<file path="config.mk">
export PLATFORM = sky130hd
export DESIGN_NAME = cluster_seq_ctrl
export DESIGN_NICKNAME = d
export VERILOG_FILES = /design/src/rtl/cluster_seq_pkg.sv /design/src/rtl/seq_nested_cnt.sv /design/src/rtl/cluster_seq_ctrl.sv
export SDC_FILE = /design/constraint.sdc
export NUM_CORES = 1
export LEC_CHECK = 0
export ABC_AREA = 1
export BUFFER_PORTS_ARGS = -buffer_cell sky130_fd_sc_hd__buf_2
export CAP_MARGIN = 10
export CORE_MARGIN = 1.5
export CORE_UTILIZATION = 58
export CTS_CLUSTER_DIAMETER = 40
export DETAILED_ROUTE_END_ITERATION = 7
export PLACE_DENSITY = 0.95
export SYNTH_ARGS = -nofsm -noshare
export SYNTH_HDL_FRONTEND = slang
export SYNTH_SLANG_ARGS = --single-unit
</file>
<file path="constraint.sdc">
create_clock -name clk_i -period 4.47 [get_ports clk_i]
set_input_delay 0 -clock clk_i [delete_from_list [all_inputs] [get_ports clk_i]]
set_output_delay 0 -clock clk_i [all_outputs]
set_load 0.01 [all_outputs]
</file>
<file path="src/rtl/cluster_seq_pkg.sv">
// Shared types and default geometry for the cluster job sequencer.
package cluster_seq_pkg;

  localparam int DEF_WR_CYC_NUM  = 4;
  localparam int DEF_FILTER_NUM  = 4;
  localparam int DEF_IFM_NUM     = 8;
  localparam int DEF_OUT_BUF_NUM = 4;
  localparam int DEF_CU_NUM      = 8;

  localparam int DEF_WC_W = $clog2(DEF_WR_CYC_NUM);
  localparam int DEF_FL_W = $clog2(DEF_FILTER_NUM);
  localparam int DEF_IL_W = $clog2(DEF_IFM_NUM);
  localparam int DEF_OB_W = $clog2(DEF_OUT_BUF_NUM);
  localparam int DEF_CU_W = $clog2(DEF_CU_NUM);

  typedef enum logic [2:0] {
    IDLE, LD_FLT, LD_IFM, RUN_START, RUN_WAIT, DRAIN, DONE
  } seq_state_e;

endpackage

</file>
<file path="src/rtl/seq_nested_cnt.sv">
// Two-level counter: inner walks 0..in_last, outer steps on each inner wrap.
// Both levels return to zero after the final count so the next phase starts clean.
module seq_nested_cnt
  import cluster_seq_pkg::*;
#(
  parameter int IN_W  = DEF_CU_W,
  parameter int OUT_W = DEF_OB_W
) (
  input  logic             clk_i,
  input  logic             rst_i,
  input  logic             clr,
  input  logic             en,
  input  logic [IN_W-1:0]  in_last,
  input  logic [OUT_W-1:0] out_last,
  output logic [IN_W-1:0]  in_cnt,
  output logic [OUT_W-1:0] out_cnt,
  output logic             last
);

  logic in_wrap;

  assign in_wrap = (in_cnt == in_last);
  assign last    = in_wrap && (out_cnt == out_last);

  always_ff @(posedge clk_i or negedge rst_i) begin
    if (!rst_i) begin
      in_cnt  <= '0;
      out_cnt <= '0;
    end else if (clr || (en && last)) begin
      in_cnt  <= '0;
      out_cnt <= '0;
    end else if (en) begin
      if (in_wrap) begin
        in_cnt  <= '0;
        out_cnt <= out_cnt + 1'b1;
      end else begin
        in_cnt  <= in_cnt + 1'b1;
      end
    end
  end

endmodule

</file>
<file path="src/rtl/cluster_seq_ctrl.sv">
// Job sequencer: filter load, then per IFM chunk load / run / drain, with
// ping-pong selects for both memories and a valid/ready output drain.
module cluster_seq_ctrl
  import cluster_seq_pkg::*;
#(
  parameter int WR_CYC_NUM  = DEF_WR_CYC_NUM,
  parameter int FILTER_NUM  = DEF_FILTER_NUM,
  parameter int IFM_NUM     = DEF_IFM_NUM,
  parameter int OUT_BUF_NUM = DEF_OUT_BUF_NUM,
  parameter int CU_NUM      = DEF_CU_NUM
) (
  input  logic                           clk_i,
  input  logic                           rst_i,
  input  logic                           start_i,
  input  logic [$clog2(FILTER_NUM)-1:0]  filter_last_i,
  input  logic [$clog2(IFM_NUM)-1:0]     ifm_last_i,
  output logic                           busy_o,
  output logic                           done_o,
  output logic                           filter_wr_valid_o,
  output logic [$clog2(WR_CYC_NUM)-1:0]  filter_wr_count_o,
  output logic [$clog2(OUT_BUF_NUM)-1:0] filter_wr_order_sel_o,
  output logic                           filter_wr_sel_o,
  output logic                           filter_rd_sel_o,
  output logic                           ifm_wr_valid_o,
  output logic [$clog2(WR_CYC_NUM)-1:0]  ifm_wr_count_o,
  output logic [$clog2(IFM_NUM)-1:0]     ifm_wr_chunk_count_o,
  output logic                           ifm_wr_sel_o,
  output logic                           ifm_rd_sel_o,
  output logic                           run_valid_o,
  output logic                           total_chunk_start_o,
  input  logic                           total_chunk_end_i,
  output logic [$clog2(OUT_BUF_NUM)-1:0] acc_buf_sel_o,
  output logic [$clog2(OUT_BUF_NUM)-1:0] out_buf_sel_o,
  output logic [$clog2(CU_NUM)-1:0]      com_unit_out_buf_sel_o,
  output logic                           out_vld_o,
  input  logic                           out_rdy_i
);

  localparam int WC_W = $clog2(WR_CYC_NUM);
  localparam int FL_W = $clog2(FILTER_NUM);
  localparam int IL_W = $clog2(IFM_NUM);
  localparam int OB_W = $clog2(OUT_BUF_NUM);
  localparam int CU_W = $clog2(CU_NUM);

  seq_state_e      state;
  logic [FL_W-1:0] flt_last;
  logic [IL_W-1:0] ifm_last;
  logic [IL_W-1:0] chunk;
  logic            flt_done, ifm_done, drn_done, drn_en, cnt_clr;
  logic            ifm_cnt_unused;

  assign cnt_clr              = (state == IDLE);
  assign drn_en               = (state == DRAIN) && out_vld_o && out_rdy_i;
  assign ifm_wr_chunk_count_o = chunk;

  seq_nested_cnt #(.IN_W(WC_W), .OUT_W(OB_W)) u_flt_cnt (
    .clk_i, .rst_i, .clr(cnt_clr), .en(state == LD_FLT),
    .in_last(WC_W'(WR_CYC_NUM - 1)), .out_last(OB_W'(flt_last)),
    .in_cnt(filter_wr_count_o), .out_cnt(filter_wr_order_sel_o), .last(flt_done)
  );

  // IFM load is a single chunk of beats: outer level pinned to one step.
  seq_nested_cnt #(.IN_W(WC_W), .OUT_W(1)) u_ifm_cnt (
    .clk_i, .rst_i, .clr(cnt_clr), .en(state == LD_IFM),
    .in_last(WC_W'(WR_CYC_NUM - 1)), .out_last(1'b0),
    .in_cnt(ifm_wr_count_o), .out_cnt(ifm_cnt_unused), .last(ifm_done)
  );

  seq_nested_cnt #(.IN_W(CU_W), .OUT_W(OB_W)) u_drn_cnt (
    .clk_i, .rst_i, .clr(cnt_clr), .en(drn_en),
    .in_last(CU_W'(CU_NUM - 1)), .out_last(OB_W'(flt_last)),
    .in_cnt(com_unit_out_buf_sel_o), .out_cnt(out_buf_sel_o), .last(drn_done)
  );

  always_ff @(posedge clk_i or negedge rst_i) begin
    if (!rst_i) begin
      state               <= IDLE;
      flt_last            <= '0;
      ifm_last            <= '0;
      chunk               <= '0;
      busy_o              <= 1'b0;
      done_o              <= 1'b0;
      filter_wr_valid_o   <= 1'b0;
      filter_wr_sel_o     <= 1'b0;
      filter_rd_sel_o     <= 1'b0;
      ifm_wr_valid_o      <= 1'b0;
      ifm_wr_sel_o        <= 1'b0;
      ifm_rd_sel_o        <= 1'b0;
      run_valid_o         <= 1'b0;
      total_chunk_start_o <= 1'b0;
      acc_buf_sel_o       <= '0;
      out_vld_o           <= 1'b0;
    end else begin
      done_o              <= 1'b0;
      total_chunk_start_o <= 1'b0;
      case (state)
        IDLE: if (start_i) begin
          flt_last          <= filter_last_i;
          ifm_last          <= ifm_last_i;
          chunk             <= '0;
          busy_o            <= 1'b1;
          filter_wr_valid_o <= 1'b1;
          state             <= LD_FLT;
        end
        LD_FLT: if (flt_done) begin
          filter_wr_valid_o <= 1'b0;
          filter_wr_sel_o   <= ~filter_wr_sel_o;
          filter_rd_sel_o   <= filter_wr_sel_o;
          ifm_wr_valid_o    <= 1'b1;
          state             <= LD_IFM;
        end
        LD_IFM: if (ifm_done) begin
          ifm_wr_valid_o      <= 1'b0;
          ifm_wr_sel_o        <= ~ifm_wr_sel_o;
          ifm_rd_sel_o        <= ifm_wr_sel_o;
          run_valid_o         <= 1'b1;
          total_chunk_start_o <= 1'b1;
          acc_buf_sel_o       <= OB_W'(32'(chunk) % OUT_BUF_NUM);
          state               <= RUN_START;
        end
        // An end pulse coincident with the start cycle is honoured here too.
        RUN_START, RUN_WAIT: begin
          state <= RUN_WAIT;
          if (total_chunk_end_i) begin
            run_valid_o <= 1'b0;
            out_vld_o   <= 1'b1;
            state       <= DRAIN;
          end
        end
        DRAIN: if (drn_en && drn_done) begin
          out_vld_o <= 1'b0;
          if (chunk < ifm_last) begin
            chunk          <= chunk + 1'b1;
            ifm_wr_valid_o <= 1'b1;
            state          <= LD_IFM;
          end else begin
            busy_o <= 1'b0;
            done_o <= 1'b1;
            state  <= DONE;
          end
        end
        DONE:    state <= IDLE;
        default: state <= IDLE;
      endcase
    end
  end

endmodule

</file>
# --- Word-level counts from Yosys, hierarchy flattened ---
# Cells that the tools add are included.
word_totals:
  n_memories: 0
  ram_bits: 0
  romBits: 0
  ff_bits: 36
  output_inout_bits: 27
  latch_bits: 0
classes:
  muxes: 51
  order_cmp: 1
  eq_ne: 17
  n_addsub: 7
  shift: 0
  reduce_logical: 37
  n_mul: 0
  div: 0
  bitwise_logic: 3
op_table:
  columns: ["op", "count"]
  rows:
  - ["3-bit two-way mux", 11]
  - ["2-bit two-way mux", 12]
  - ["1-bit two-way mux", 21]
  - ["2-bit nonzero test", 10]
  - ["3-bit case mux with 5 select lines", 1]
  - ["2-bit AND reduction", 6]
  - ["4-bit AND reduction", 3]
  - ["2-bit != test (second input constant)", 5]
  - ["3-bit == test (second input constant)", 3]
  - ["3-bit AND reduction", 3]
  - ["2-bit by 1-bit adder with 2-bit output (second input constant)", 4]
  - ["1-bit logical AND", 8]
  - ["1-bit case mux with 2 select lines", 4]
  - ["3-bit by 1-bit adder with 3-bit output (second input constant)", 2]
  - ["3-bit by 2-bit == test with 1-bit output (second input constant)", 2]
  - ["3-bit case mux with 2 select lines", 1]
  - ["5-bit AND reduction", 1]
  - ["2-bit == test", 2]
  - ["2-bit == test (second input constant)", 2]
  - ["2-bit by 1-bit != test with 1-bit output (second input constant)", 2]
  - ["3-bit by 1-bit == test with 1-bit output (second input constant)", 1]
  - ["3-bit logical NOT", 1]
  - ["1-bit logical OR", 3]
  - ["3-bit < comparator", 1]
  - ["5 further kinds", 7]

# --- Logic depth before layout (Yosys ltp) ---
# Gate-level depths: netlist of run 1.
depth:
  word_depth: 7
  ltp_mapped: 11
  ltp_nobuf: 11

# --- Hierarchy ---
# From an unflattened synthesis of run 1, not the netlist that was laid out.
hier_totals:
  cells_unflattened: 276
  area_unflattened_um2: 2033.2
modules_own_cells:
  columns: ["module", "area_each_um2", "instances", "seq_area_each_um2", "cells_each"]
  rows:
  - ["cluster_seq_ctrl", 1172.4, 1, 600.6, 145]
  - ["seq_nested_cnt (u_drn_cnt)", 362.8, 1, 125.1, 55]
  - ["seq_nested_cnt (u_flt_cnt)", 281.5, 1, 100.1, 44]
  - ["seq_nested_cnt (u_ifm_cnt)", 216.5, 1, 75.1, 32]

# --- Worst setup path before layout of run 1 ---
# Ideal clock, no wire load.
synth_timing:
  path_kind: "register to register"
  from: "register chunk[2], in the netlist ifm_wr_chunk_count_o[2]"
  to: "register ifm_wr_valid_o"
  arrival_time_ps: 1352
  setup_ps: 117
  setup_slack_ps: 3001
  period_less_slack_ps: 1469
  stages_incl_launch_ff: 9
  path_cell_list: "dfrtp_1 > ha_1 > a21oi_1 > nand2_1 > nand2_4 > and2_1 > nand3_1 > nand2_1 > nand2_1"
synth_between:
  elab_chain_cells: 3
synth_lines:
  columns: ["element", "line", "rtl"]
  rows:
  - ["start: declaration", "cluster_seq_ctrl.sv:48", "logic [IL_W-1:0] chunk;"]
  - ["start signal: assignment", "cluster_seq_ctrl.sv:133", "chunk <= chunk + 1'b1;"]
  - ["3-bit < comparator", "cluster_seq_ctrl.sv:132", "if (chunk < ifm_last) begin"]
  - ["2-bit by 1-bit != test with 1-bit output (no line)", null, null]
  - ["5-bit AND reduction (no line)", null, null]
  - ["end signal: assignment", "cluster_seq_ctrl.sv:109", "ifm_wr_valid_o <= 1'b1;"]
  - ["end signal: assignment", "cluster_seq_ctrl.sv:113", "ifm_wr_valid_o <= 1'b0;"]
  - ["end signal: assignment", "cluster_seq_ctrl.sv:134", "ifm_wr_valid_o <= 1'b1;"]
  - ["end: declaration", "cluster_seq_ctrl.sv:24", "output logic ifm_wr_valid_o,"]
# No other way between the ends.
# A chain may end at the register's enable or synchronous reset.

# --- Worst setup path in the final report of run 1 ---
layout_timing:
  from: "register state[2]"
  to: "register chunk[2], in the netlist ifm_wr_chunk_count_o[2]"
layout_between:
  elab_chain_cells: 6
layout_lines:
  columns: ["element", "line", "rtl"]
  rows:
  - ["start: declaration", "cluster_seq_ctrl.sv:45", "seq_state_e state;"]
  - ["start signal: assignment", "cluster_seq_ctrl.sv:77", "state <= IDLE;"]
  - ["start signal: assignment", "cluster_seq_ctrl.sv:103", "state <= LD_FLT;"]
  - ["start signal: assignment", "cluster_seq_ctrl.sv:110", "state <= LD_IFM;"]
  - ["3-bit == test", "cluster_seq_ctrl.sv:53, cluster_seq_ctrl.sv:96", null]
  - ["1-bit logical AND (2 in series)", "cluster_seq_ctrl.sv:53", "assign drn_en = (state == DRAIN) && out_vld_o && out_rdy_i;"]
  - ["1-bit logical AND", "cluster_seq_ctrl.sv:130", "DRAIN: if (drn_en && drn_done) begin"]
  - ["2-bit by 1-bit != test with 1-bit output (no line)", null, null]
  - ["4-bit AND reduction (no line)", null, null]
# Several ways; a longest one is shown, not always the timed one.

==> metrics.md, run 1 <==
| Metric | Value |
|---|---|
| Tmin final | approximately 1700 ps |
| Yosys reg bits | 36 |
| Hold WC Path Type | primary input to register |
| Slew Limit Fails | 0 |
| Crit-path max cell delay | around 470 ps |
| Upper clock frequency limit | 583 MHz |
| CTS tree | yes |
| Delay-heaviest family, CP | simple AND/OR/NAND/NOR gates |
| Number of global-route vias before repair | around 1400 |
| Startpoint types | register |
| Syn avg cell area | a little under 9 µm² |
| Initial antenna violation count | 0 |
| Via count | about 1500 |
| GPL Wtd Cong | ~0.93 |
| Number of synthesized flops with an enable pin | 0 |
| Max cap viols | 0 |
| Required time worst endpoint | about 4700 ps |
| Multi-input gate area | 808 µm² |
| Most used cell, CP | nand2_1 |
| DP Wirelength | 2690 µm |
| RSZ-0062 raised after global routing | no |
| Worst setup EP type | register |
| Core Rows | 20 |
| Critical path's slowest cell | dfrtp_1 |
| Num CTS Buffers | 5 |
| First-pass GRT wire length | between 6000 and 7000 µm |
| Clock sink count | 36 |
| Syn Inst Count | 205 |
| Crit path cell chain | inv_1 > nand2_1 > nor2_2 > nand2_1 > nand2_1 > nand3_4 > nand2_1 > o21ai_1 |
| Clk_skew | 4.14 ps |
| Peak VDD IR | approximately 0.29 mV |
| Area leader, netlist | dfrtp_1 |
| # port buffers | 36 |
| DRC errors left | 0 |
| Yosys Warn Count | 0 |
| Global route overflow | 0 |
| LEAKAGE | around 1.2 nW |
| Routed Antenna Nets | 0 |
| Worst Tran Pin Value | 779 ps |
| Initial Util | 60.2% |
| Setup CP Type | register to register |
| Share of the clock period used by the worst path | roughly two fifths |
| Sequential Area | 901 µm² |
| Final setup viols | 0 |
| Fillers | 232 |
| First drt pass iteration count | 4 |
| Synth-to-Final Area Change | 19.7% |
| IO Pins | 37 |
| Post-synth top area share | around 49% |
| Clk pin slew, worst setup/hold paths | ~100 ps |
| Sequential element share of the synthesized area | between 40% and 50% |
| Clk root buf | clkbuf_4 |
| Number of distinct library cells after synthesis | 32 |
| Final Util | between 70% and 80% |
| Post-Syn Nets | roughly 220 |
| Worst hold slack | approximately 100 ps |
| Clock network latency to the later pin of the worst-skew pair | ~340 ps |
| Final Routed Wirelength | 3690 µm |
| Die Span Y | 59.1 µm |
| Drt via density | between 5 and 6 |
| Power Density | ~600 nW/µm² |
| Worst rel slew slack | between 40% and 50% |
| Worst Path Arrival | between 1500 and 2000 ps |
| Ranking of synthesized cells by area | dfrtp_1 49%, nand2_1 12%, inv_1 5.1%, ha_1 4.8%, nand3_4 2.9% |
| Die area | about 3500 µm² |
| Core Footprint | roughly 3000 µm² |
| Layout cells sized above 1 | 23.9% |
| CTS H-tree lvls | 2 |
| Most common flop cell mapped by yosys | dfrtp_1 |
| Longest Clk Path Bufs | 2 |
| Chip Width | between 50 and 60 µm |
| Ant. Diodes | 0 |
| Final nets | 271 |
| Reg2Reg Setup Slack | between 2000 and 3000 ps |
| Overall Global Routing Usage | 24.4% |
| Most frequent cells in the layout | 56 x nand2_1, 36 x dfrtp_1, 36 x buf_2 |
| Setup WS post-layout | around 2800 ps |
| Post-Syn Area | roughly 1800 µm² |
| Worst Path Buf+Inv | 1 |
| Power consumption | 1.32 mW |
| Fraction of registers with async set/reset | 100% |
| Initial DRC Count | between 60 and 70 |
| Setup TNS | 0 ps |
| Pre-CTS setup slack | ~2800 ps |
| Crit path max fanout | 12 |
| Fin. Hold Viols | 0 |
| Outcome | complete, no violations |
| Most common cell after layout, fill and taps aside | nand2_1 |
| Wire per inst | between 10 and 15 µm |
| Largest net degree at the start of global routing | 37 |
-- worst register-to-register path: cells and delay by family (launching register included) --
family	cells	cell delay (ps)
and+or+nand+nor	6	990
DFF	1	470
buffers and inverters	1	80
AOI/OAI and AO/OA	1	60
-- state kept, by name, summed over array words and instances (netlist names), 2 cells and up --
register,count
acc_buf_sel_o,2
flt_last,2
ifm_last,3
ifm_wr_chunk_count_o,3
state,3
u_drn_cnt.in_cnt,3
u_drn_cnt.out_cnt,2
u_flt_cnt.in_cnt,2
u_flt_cnt.out_cnt,2
u_ifm_cnt.in_cnt,2
-- kinds of logic (layout without fill, tap and decap cells) --
logic type / after synthesis / count (layout) / synth area share, %
DFF: 36 / 36 / 49.4
adders and majority gates: 7 / 7 / 4.80
and+or+nand+nor: 98 / 98 / 27.6
AOI/OAI and AO/OA: 27 / 27 / 8.37
muxes: 2 / 2 / 1.17
buffers and inverters: 30 / 80 / 6.31
xor gates and xnor gates: 5 / 5 / 2.40
-- cell type report --
type | instances | share of cell area [%]
Clock buffer | 8 | 2.69
Inverter | 29 | 5.04
Multi-Input combinational cell | 139 | 37.0
Sequential cell | 36 | 41.3
Tap cell | 44 | 2.52
Timing Repair Buffer | 43 | 11.5
-- cell usage after synthesis (4+ instances only) --
cell type / instances
nand2_1: 56
o21ai_0: 9
ha_1: 7
o21ai_1: 4
nand4_1: 6
dfrtp_1: 36
nor2_1: 13
nand3_1: 8
inv_1: 25
a21oi_1: 9
-- report_power, final --
group / switching, mW / internal [mW]
clock network: 0.101 / 0.0776
registers: 0.0897 / 0.427
logic: 0.394 / 0.235
total: 0.585 / 0.740
-- path summary, 6_finish.rpt --
| check | startpoint | endpoint | cells past startpoint |
|---|---|---|---|
| min in group asynchronous | rst_i | ifm_last[0] | 2 |
| worst min-delay path | start_i | state[0] | 4 |
| worst max register to register | state[2] | ifm_wr_chunk_count_o[2] | 8 |
| worst min register to register | ifm_rd_sel_o | ifm_rd_sel_o | 2 |
| max in group asynchronous | rst_i | acc_buf_sel_o[1] | 2 |
| worst max-delay path | state[2] | ifm_wr_chunk_count_o[2] | 8 |
-- timing repair --
action                    in CTS  in global routing
gates resized for setup        0                  0
hold buffers                   7                  0
hold endpoints to repair      42                  0
setup buffers                  0                  0
-- metal layers --
layer	up-vias	GRT usage [%]	wire (µm)
li1	757	-	-
met2	43	42.2	1860
met4	0	8.77	59
met5	-	0	0
met1	718	28.4	1620
met3	7	7.64	153
-- stage by stage --
step / std cells / area, µm²
3_5_place_dp: 284 / 2050
5_1_grt: 299 / 2180
6_report: 299 / 2180
4_1_cts: 299 / 2180
3_3_place_gp: 284 / 2050
2_1_floorplan: 205 / 1820
(Power assumes the default switching activity.)
==> run 2: changes to the inputs <==
--- a/config.mk
+++ b/config.mk
@@ -9,10 +9,10 @@
 export BUFFER_PORTS_ARGS = -buffer_cell sky130_fd_sc_hd__buf_2
 export CAP_MARGIN = 10
 export CORE_MARGIN = 1.5
-export CORE_UTILIZATION = 58
+export CORE_UTILIZATION = 49
 export CTS_CLUSTER_DIAMETER = 40
 export DETAILED_ROUTE_END_ITERATION = 7
-export PLACE_DENSITY = 0.95
+export PLACE_DENSITY = 0.86
 export SYNTH_ARGS = -nofsm -noshare
 export SYNTH_HDL_FRONTEND = slang
 export SYNTH_SLANG_ARGS = --single-unit
==> constraint.sdc (replaced) <==
create_clock -name clk_i -period 1.5 [get_ports clk_i]
set_input_delay 0 -clock clk_i [delete_from_list [all_inputs] [get_ports clk_i]]
set_output_delay 0 -clock clk_i [all_outputs]
set_load 0.01 [all_outputs]
==> run 2 against run 1 <==
Net effect:
- the run now ends with setup timing left
- first-iteration DRC count stayed put
- worst hold slack lost 39 ps
- count of clock-buffer cells in the layout fell by 3
- register-to-register slack worse by 2800 ps
- critical path type unchanged
- critical endpoint is now ifm_wr_valid_o
==> metrics.md, run 2 (synthesis results as in run 1) <==
| Metric | Value |
|---|---|
| Longest Clk Path Bufs | 2 (unchanged) |
| Fin. Hold Viols | 0 (unchanged) |
| Worst reg2reg endpoint | ifm_wr_valid_o |
| Peak VDD IR | 0.899 mV (+210%) |
| Num CTS Buffers | 5 (unchanged) |
| Most used cell, CP | nand2_2 |
| DP Wirelength | 2810 µm (+4.6%) |
| Tmin final | 1530 ps (-188 ps) |
| Ant. Diodes | 0 (unchanged) |
| Hold WC Path Type | primary input to register |
| Reg2Reg Setup Slack | -30 ps (-2780 ps) |
| Clk_skew | 3.37 ps (-0.775 ps) |
| Initial Util | 53.0% (-7.2 points) |
| Wire per inst | 13.4 µm (+8.3%) |
| Final setup viols | 1 (+1) |
| Worst Path Arrival | 1710 ps (-240 ps) |
| Register share of total power | 32.8% (-6.2 points) |
| Power Density | 1930 nW/µm² (+220%) |
| Final Util | 71.2% (-0.90 points) |
| Startpoint types | register |
| Synth-to-Final Area Change | 34.4% |
| Final nets | 287 (+5.9%) |
| Worst rel slew slack | 70.4% (+22 points) |
| First-pass GRT wire length | 6640 µm (+6.9%) |
| Worst hold path startpoint | total_chunk_end_i |
| Worst setup EP type | register |
| CTS H-tree lvls | 2 (unchanged) |
| Core Footprint | 3440 µm² (+14%) |
| Switching Fraction | 42.4% (-1.8 points) |
| Delay-heaviest family, CP | simple AND/OR/NAND/NOR gates |
| Share of the clock period used by the worst path | 102% (+63 points) |
| Most common cell after layout, fill and taps aside | nand2_1 |
| Worst hold slack | 61.8 ps (-38.5 ps) |
| Worst Tran Pin Value | 444 ps (-336 ps) |
| Fillers | 251 (+8.2%) |
| Clock network latency to the later pin of the worst-skew pair | 290 ps (-50 ps) |
| Drt via density | 5.18 (+1.6%) |
| Hold path depth | 5 (+1) |
| Chip Width | 64.0 µm (+8.4%) |
| Routed Antenna Nets | 0 (unchanged) |
| Clk pin slew, worst setup/hold paths | 70 ps (-30 ps) |
| LEAKAGE | 1.33 nW (+9.2%) |
| Pre-CTS setup slack | -48.0 ps (-2820 ps) |
| Max cap viols | 0 (unchanged) |
| FF-to-FF path depth | 8 (unchanged) |
| Crit path cell chain | ha_1 > a21oi_1 > nand2_2 > nand2_4 > and2_4 > nand3_2 > nand2_2 > nand2_1 |
| Setup WS post-layout | -26.1 ps (-2780 ps) |
| Crit-path max cell delay | 390 ps (-80 ps) |
| Worst Hold End | out_vld_o |
| # port buffers | 36 (unchanged) |
| Setup TNS | -26.1 ps (-26.1 ps) |
| Required time worst endpoint | 1680 ps (-3020 ps) |
| GPL Wtd Cong | 0.905 (-2.7%) |
| Worst Path Buf+Inv | 0 (-1) |
| Core Rows | 21 (+5.0%) |
| First drt pass iteration count | 4 (unchanged) |
| Via count | 1643 (+7.7%) |
| RSZ-0062 raised after global routing | yes |
| Upper clock frequency limit | 655 MHz (+12%) |
| Clock sink count | 36 (unchanged) |
| Most frequent cells in the layout | 50 x nand2_1, 36 x buf_2, 34 x dfrtp_1 |
| Overall Global Routing Usage | 21.2% (-3.2 points) |
| Initial DRC Count | 68 (unchanged) |
| Psw | 2.00 mW (+240%) |
| Comb pwr share | 49.4% (+2.0 points) |
| Initial antenna violation count | 0 (unchanged) |
| Share of power burned in the clock network | 17.8% (+4.3 points) |
| Final Routed Wirelength | 4230 µm (+15%) |
| Layout cells sized above 1 | 36.9% (+13 points) |
| Die Span Y | 64.0 µm (+8.4%) |
| Largest net degree at the start of global routing | 37 (unchanged) |
| Crit path max fanout | 5 (-7) |
| Clk root buf | clkbuf_8 |
| Die area | 4100 µm² (+17%) |
| R2R Path Start | ifm_wr_chunk_count_o[2] |
| Global route overflow | 0 (unchanged) |
| Setup CP Type | register to register |
| Number of global-route vias before repair | 1588 (+10%) |
| CTS tree | yes |
| Outcome | finished, violations left |
| Violated checks | setup timing |
| DRC errors left | 0 (unchanged) |
| Slew Limit Fails | 0 (unchanged) |
| Critical path's slowest cell | dfrtp_1 |
| IO Pins | 37 (unchanged) |
| Pint | 2.72 mW (+270%) |
-- run 2: cell types whose count changed in the layout (fill, tap and decap cells not counted), sizes merged --
cell | previous run | this run
dlygate4sd3 | 7 | 6
buf | 36 | 53
bufinv | 0 | 1
clkinvlp | 0 | 1
clkbuf | 8 | 5
clkinv | 1 | 2
-- run 2: how the worst max path moves through the flow --
stage | cells past startpoint | from | to | slack [ps]
3_3_place_gp | 8 | u_flt_cnt.in_cnt[1] | ifm_wr_valid_o | 40
2_1_floorplan | 8 | ifm_wr_chunk_count_o[2] | ifm_wr_valid_o | 30
6_report | 8 | ifm_wr_chunk_count_o[2] | ifm_wr_valid_o | -30
4_1_cts | 11 | ifm_last[2] | ifm_wr_valid_o | 0.1
3_5_place_dp | 8 | u_flt_cnt.in_cnt[1] | ifm_wr_valid_o | -50
5_1_grt | 8 | ifm_wr_chunk_count_o[2] | ifm_wr_valid_o | -140
-- run 2: per-stage QoR --
| step | instances | power, mW | cell area, µm² |
|---|---|---|---|
| after CTS | 311 | 4.49 | 2330 |
| after global placement | 297 | 3.49 | 2140 |
| after global routing | 317 | 5.06 | 2450 |
| after floorplan | 205 | 2.87 | 1820 |
| final | 317 | 4.73 | 2450 |
| after detailed placement | 297 | 3.59 | 2140 |
-- run 2: final cells by class --
class                           count  area (µm²)  area share [%]
Clock inverter                      3        42.5            1.74
Clock buffer                        5        68.8            2.81
Tap cell                           46        57.6            2.35
Inverter                           29         110            4.49
Timing Repair Buffer               59         372            15.2
Multi-Input combinational cell    139         897            36.6
Sequential cell                    36         903            36.9
-- run 2: worst min-delay path, cell delays in order --
cell and delay [ps]:
buf_2 90, nand2_1 80, nand2_1 70, nand2_1 40
inv_1 40
-- run 2: metal layers --
layer	part of all wire [%]	global-route usage (%)
met3	4.7	5.81
met4	3.0	11.7
met1	41	24.5
met2	51	35.4
met5	0	0
-- run 2: power groups by stage --
stage / registers (mW) / clock network, mW / logic [mW]
floorplan: 1.61 / 0 / 1.26
global placement: 1.52 / 0 / 1.97
detailed placement: 1.54 / 0 / 2.05
CTS: 1.52 / 0.843 / 2.13
global route: 1.58 / 0.895 / 2.58
finish: 1.55 / 0.843 / 2.33
-- run 2: timing repair --
action | 4_1_cts | 5_1_grt
gates resized for setup | 4 | 23
hold buffers | 6 | 0
pin swaps | 4 | 19
cloned | 0 | 0
hold endpoints to repair | 41 | 0
endpoints found under the setup margin | 2 | 21
buffers inserted | 0 | 6
